File: config.mk
export PLATFORM = sky130hd
export DESIGN_NAME = down_counter_ctrl_flat
export DESIGN_NICKNAME = d
export VERILOG_FILES = /design/src/rtl/down_counter_ctrl_if.sv /design/src/rtl/down_counter_ctrl.sv /design/src/flat_wrapper.sv
export SDC_FILE = /design/constraint.sdc
export NUM_CORES = 1
export LEC_CHECK = 0
export ABC_AREA = 1
export CELL_PAD_IN_SITES_DETAIL_PLACEMENT = 1
export CELL_PAD_IN_SITES_GLOBAL_PLACEMENT = 1
export CORE_MARGIN = 4
export CORE_UTILIZATION = 29
export CTS_CLUSTER_DIAMETER = 100
export DETAILED_ROUTE_END_ITERATION = 10
export PLACE_DENSITY = 0.76
export SLEW_MARGIN = 30
export SYNTH_ARGS = -nofsm -noshare
export SYNTH_HDL_FRONTEND = slang
export SYNTH_SLANG_ARGS = --single-unit
File: constraint.sdc
create_clock -name clk -period 1.3 [get_ports clk]
set_input_delay 0.26 -clock clk [delete_from_list [all_inputs] [get_ports clk]]
set_output_delay 0.26 -clock clk [all_outputs]
set_load 0.05 [all_outputs]
File: src/rtl/down_counter_ctrl_if.sv
// Handshake/control bundle for down_counter_ctrl: start/load/pause/abort in,
// registered count and FSM status out.
interface down_counter_ctrl_if #(
    parameter int WIDTH = 4
);
    logic             start;
    logic [WIDTH-1:0] load_val;
    logic             pause;
    logic             abort;
    logic [WIDTH-1:0] q;
    logic             busy;
    logic             done;
    logic [1:0]       state;

    modport master (
        output start, load_val, pause, abort,
        input  q, busy, done, state
    );

    modport slave (
        input  start, load_val, pause, abort,
        output q, busy, done, state
    );
endinterface

File: src/rtl/down_counter_ctrl.sv
// Start/pause/abort sequencer around a WIDTH-bit down counter with a one-cycle done pulse.
// Optional periodic reload when DOWN_COUNTER_CTRL_AUTO_RELOAD_EN is defined.
module down_counter_ctrl #(
    parameter int WIDTH = 4
) (
    input  logic               clk,
    input  logic               reset,
    down_counter_ctrl_if.slave bus
);
    typedef enum logic [1:0] {
        IDLE = 2'b00,
        RUN  = 2'b01,
        HOLD = 2'b10,
        DONE = 2'b11
    } state_t;

    state_t           state_reg, state_next;
    logic [WIDTH-1:0] q_reg, q_next;
`ifdef DOWN_COUNTER_CTRL_AUTO_RELOAD_EN
    logic [WIDTH-1:0] reload_reg, reload_next;
`endif

    always_ff @(posedge clk) begin
        if (!reset) begin
            state_reg  <= IDLE;
            q_reg      <= '0;
`ifdef DOWN_COUNTER_CTRL_AUTO_RELOAD_EN
            reload_reg <= '0;
`endif
        end else begin
            state_reg  <= state_next;
            q_reg      <= q_next;
`ifdef DOWN_COUNTER_CTRL_AUTO_RELOAD_EN
            reload_reg <= reload_next;
`endif
        end
    end

    always_comb begin
        state_next  = state_reg;
        q_next      = q_reg;
`ifdef DOWN_COUNTER_CTRL_AUTO_RELOAD_EN
        reload_next = reload_reg;
`endif
        case (state_reg)
            IDLE: begin
                if (bus.start) begin
                    q_next = bus.load_val;
`ifdef DOWN_COUNTER_CTRL_AUTO_RELOAD_EN
                    // A zero load also clears the reload value so DONE falls back to IDLE.
                    reload_next = bus.load_val;
`endif
                    state_next = (bus.load_val != '0) ? RUN : DONE;
                end
            end
            RUN: begin
                if (bus.abort) begin
                    q_next     = '0;
                    state_next = IDLE;
                end else if (bus.pause) begin
                    state_next = HOLD;
                end else begin
                    if (q_reg != '0) begin
                        q_next = q_reg - WIDTH'(1);
                    end
                    if (q_reg <= WIDTH'(1)) begin
                        state_next = DONE;
                    end
                end
            end
            HOLD: begin
                if (bus.abort) begin
                    q_next     = '0;
                    state_next = IDLE;
                end else if (!bus.pause) begin
                    state_next = RUN;
                end
            end
            DONE: begin
                q_next     = '0;
                state_next = IDLE;
`ifdef DOWN_COUNTER_CTRL_AUTO_RELOAD_EN
                if (!bus.abort && reload_reg != '0) begin
                    q_next     = reload_reg;
                    state_next = RUN;
                end
`endif
            end
            default: begin
                q_next     = '0;
                state_next = IDLE;
            end
        endcase
    end

    // Status is decoded purely from registered state: no input reaches an output combinationally.
    assign bus.q     = q_reg;
    assign bus.state = state_reg;
    assign bus.busy  = (state_reg == RUN) || (state_reg == HOLD);
    assign bus.done  = (state_reg == DONE);
endmodule
File: src/flat_wrapper.sv
// flat-port wrapper written by rule: the top's interface ports become plain ports
module down_counter_ctrl_flat 
#(
    parameter int WIDTH = 4
)
  (clk, reset, bus_start, bus_load_val, bus_pause, bus_abort, bus_q, bus_busy, bus_done, bus_state);
  down_counter_ctrl_if #(.WIDTH(WIDTH)) bus_i ();
  input  logic clk;
  input  logic reset;
  input wire logic [$bits(bus_i.start)-1:0] bus_start;
  input wire logic [$bits(bus_i.load_val)-1:0] bus_load_val;
  input wire logic [$bits(bus_i.pause)-1:0] bus_pause;
  input wire logic [$bits(bus_i.abort)-1:0] bus_abort;
  output wire logic [$bits(bus_i.q)-1:0] bus_q;
  output wire logic [$bits(bus_i.busy)-1:0] bus_busy;
  output wire logic [$bits(bus_i.done)-1:0] bus_done;
  output wire logic [$bits(bus_i.state)-1:0] bus_state;
  assign bus_i.start = bus_start;
  assign bus_i.load_val = bus_load_val;
  assign bus_i.pause = bus_pause;
  assign bus_i.abort = bus_abort;
  assign bus_q = bus_i.q;
  assign bus_busy = bus_i.busy;
  assign bus_done = bus_i.done;
  assign bus_state = bus_i.state;
  down_counter_ctrl #(.WIDTH(WIDTH)) u_core (.clk(clk), .reset(reset), .bus(bus_i));
endmodule
==> impl_metrics.csv <==
group,metric,value,unit
yosys,synth_largest_area_cell,"sky130_fd_sc_hd__dfxtp_1",
drt,drc_violation_count_after_routing,0,
global_routing,largest_net_degree_at_the_start_of_global_routing,9,
sta,fin_worst_skew,1.03,ps
drt,finalWirelength,1.77,mm
yosys,avgSynthCellArea,6.30,um2
layout,post_layout_nonfiller_instances,137,
sta,grt_setup_unrepaired,"true",
layout,flow.area_growth_from_synthesis,77.8,%
die,initial_util,0.310,
yosys,yosysTopAreaCellShare,0.222,
global_routing,grt_antenna_before_repair,0,
yosys,synth_flop_cell,"sky130_fd_sc_hd__dfxtp_1",
sta,hold_violations,0,
clock_tree,clk_pin_slew,50,ps
drt,ant_nets,0,
sta,final-setup-viol-count,4,
sta,setup_slack,-98.9,ps
clock_tree,cts.sinks,6,
run,maxCapViolCount,0,
sta,final_max_slew_violation_count,0,
yosys,synth_seq_cells,6,
power_and_ir_drop,static-leakage-power,0.441,nW
outcome,outcome,"complete, but fails checks",
global_routing,overall_overflow_remaining_after_global_route,0,
clock_tree,cts_root_buf,"sky130_fd_sc_hd__clkbuf_4",
yosys,netlist_top_cells_count,"sky130_fd_sc_hd__nand2_1 (23), sky130_fd_sc_hd__nor2_1 (16), sky130_fd_sc_hd__inv_1 (10), sky130_fd_sc_hd__ha_1 (7)",
yosys,post_synth_instance_area,542,um2
sta,worst-slew-pin-transition,240,ps
placement,place_inst,133,
layout,num-nets-final,130,
sta,period_share,1.08,
placement,globalplace.congestion,0.747,
global_routing,grt_pass1_wl,2.84,mm
setup_path,type_of_the_setup_path_with_the_least_slack,"reg -> out",
sta,max_freq,715,MHz
drt,detail_route.vias_per_cell,4.54,
global_routing,first_global_vias,668,
die,die-area,2620,um2
die,core_area,1750,um2
yosys,yosysWarnings,0,
placement,dp.final_hpwl,1.34,mm
drt,routed_wire_length_per_instance,12.9,um
layout,final_layout_size_suffix_gt1_frac,0.393,
yosys,synth.yosys.seq_area_share,0.222,
layout,layout.filler_cells,222,
die,io-pin-count,17,
clock_tree,htree_levels,1,
power_and_ir_drop,power.ir.vdd_worst,0.00108,V
drt,vias,622,
outcome,violations,"setup timing",
sta,timing.slew.headroom,0.840,
layout,antenna_cells_inserted,0,
sta,final.setup.tns,-153,ps
setup_path,cp_data_arrival_time,1140,ps
yosys,yosys.cell_types.count,16,
setup_path,end_kind,"output pin",
placement,portBuffers,16,
clock_tree,numCtsBuffers,3,
die,rows,15,
layout,largest_register_ffs,4,
yosys,mappedNetlistNets,102,
yosys,syn-instance-count,86,
yosys,top_area_cells_in_the_synthesized_netlist,"sky130_fd_sc_hd__dfxtp_1 (22%), sky130_fd_sc_hd__ha_1 (16%), sky130_fd_sc_hd__nand2_1 (16%)",
setup_path,worst-path-max-fanout,4,
setup_path,critical_path.startpoint_type,"register",
drt,drt-pass1-iter-count,4,
power_and_ir_drop,power_per_cell_area,2250,nW/um2
yosys,async_flop_share,0,
clock_tree,cts_tree,"built",
yosys,synth_enable_flop_cells,0,
yosys,synthMostInstantiatedCell,"sky130_fd_sc_hd__nand2_1",
clock_tree,worstSkewPairLatency,260,ps
die,die_w,51.2,um
clock_tree,cts.path.max_buffers,2,
drt,first_iter_violations,6,
setup_path,cp.required,1040,ps
min_path,hold_path.class,"reg -> reg",
die,die_y,51.2,um
sta,period_minus_slack,1400,ps
global_routing,groute.usage.overall,0.155,
[what timing repair did]
action,in CTS,in global routing
buffers inserted,1,0
hold buffers,0,0
setup endpoints to repair,7,8
gates resized for setup,9,5
pin swaps,2,2
[report_power, final]
group	total [mW]	switching, mW	leakage, nW	internal (mW)
sequential	0.371	0.0940	0.0526	0.277
clock	0.189	0.0835	0.0138	0.106
combinational	1.61	0.885	0.374	0.722
total	2.17	1.06	0.441	1.10
[cell usage in the layout (no fill, tap or decap)]
cell | synthesis | routed
sky130_fd_sc_hd__nor2_4 | 0 | 1
sky130_fd_sc_hd__inv_2 | 1 | 2
sky130_fd_sc_hd__o21ai_0 | 2 | 1
sky130_fd_sc_hd__o21ai_1 | 2 | 3
sky130_fd_sc_hd__ha_2 | 0 | 1
sky130_fd_sc_hd__buf_6 | 0 | 1
sky130_fd_sc_hd__xnor2_1 | 1 | 1
sky130_fd_sc_hd__ha_4 | 0 | 3
sky130_fd_sc_hd__dfxtp_4 | 0 | 4
sky130_fd_sc_hd__nor2_2 | 3 | 2
sky130_fd_sc_hd__a21oi_1 | 1 | 1
sky130_fd_sc_hd__nand3_1 | 6 | 6
sky130_fd_sc_hd__inv_1 | 10 | 8
sky130_fd_sc_hd__ha_1 | 7 | 3
sky130_fd_sc_hd__nand2_2 | 5 | 8
sky130_fd_sc_hd__nand3_2 | 1 | 1
sky130_fd_sc_hd__nand3_4 | 1 | 1
sky130_fd_sc_hd__buf_12 | 0 | 8
sky130_fd_sc_hd__dfxtp_2 | 0 | 1
sky130_fd_sc_hd__clkbuf_4 | 0 | 3
sky130_fd_sc_hd__clkdlybuf4s50_1 | 0 | 8
sky130_fd_sc_hd__clkinv_2 | 1 | 1
sky130_fd_sc_hd__nor2_1 | 16 | 16
sky130_fd_sc_hd__inv_4 | 0 | 1
sky130_fd_sc_hd__dfxtp_1 | 6 | 1
sky130_fd_sc_hd__nand2_1 | 23 | 20
sky130_fd_sc_hd__buf_4 | 0 | 6
[logic make-up after synthesis]
group,after synthesis,share of synthesized area
DFF,6,0.222
buffers and inverters,12,0.0854
adders and majority gates,7,0.162
and+or+nand+nor,55,0.469
xor gates and xnor gates,1,0.0162
AOI/OAI and AO/OA,5,0.0462
[final cells by class]
| cell class | instances | area [um2] | share of cell area |
|---|---|---|---|
| Inverter | 12 | 48.8 | 0.0506 |
| Multi-Input combinational cell | 68 | 428 | 0.444 |
| Clock buffer | 3 | 22.5 | 0.0234 |
| Timing Repair Buffer | 23 | 297 | 0.308 |
| Sequential cell | 6 | 136 | 0.142 |
| Tap cell | 25 | 31.3 | 0.0325 |
[stage by stage]
stage          worst slack [ps]  area [um2]  power (mW)  hold WS [ps]   util
3_3_place_gp               -124         880        1.82           552  0.504
2_1_floorplan              5.14         563        1.21           371      -
6_report                  -98.9         963        2.17           593  0.552
3_5_place_dp               -154         880        1.87           595  0.504
5_1_grt                    -139         963        2.32           622  0.552
4_1_cts                    -115         948        2.16           604  0.543
[critical path: stages (launching register included)]
cell,delay [ps]
sky130_fd_sc_hd__dfxtp_4,350
sky130_fd_sc_hd__inv_4,40
sky130_fd_sc_hd__buf_6,110
sky130_fd_sc_hd__ha_4,260
sky130_fd_sc_hd__buf_12,130
[per-layer routing]
layer,track usage,vias to the layer above,part of all wire
li1,-,318,-
met4,0.131,0,0.036
met1,0.164,288,0.43
met3,0.0204,4,0.040
met2,0.268,12,0.49
met5,0,-,0
[worst paths after layout]
check | end | startpoint | slack (ps) | depth (start not counted)
worst min-delay path | u_core.bus.q[2]$_SDFFE_PN0P_ | u_core.bus.q[2]$_SDFFE_PN0P_ | 590 | 4
worst min register to register | u_core.bus.q[2]$_SDFFE_PN0P_ | u_core.bus.q[2]$_SDFFE_PN0P_ | 590 | 4
worst max-delay path | bus_busy | u_core.bus.state[1]$_SDFFE_PN0P_ | -100 | 4
worst max register to register | u_core.bus.q[2]$_SDFFE_PN0P_ | u_core.bus.state[1]$_SDFFE_PN0P_ | -20 | 9
No activity file was read; power rests on OpenSTA's default activity.
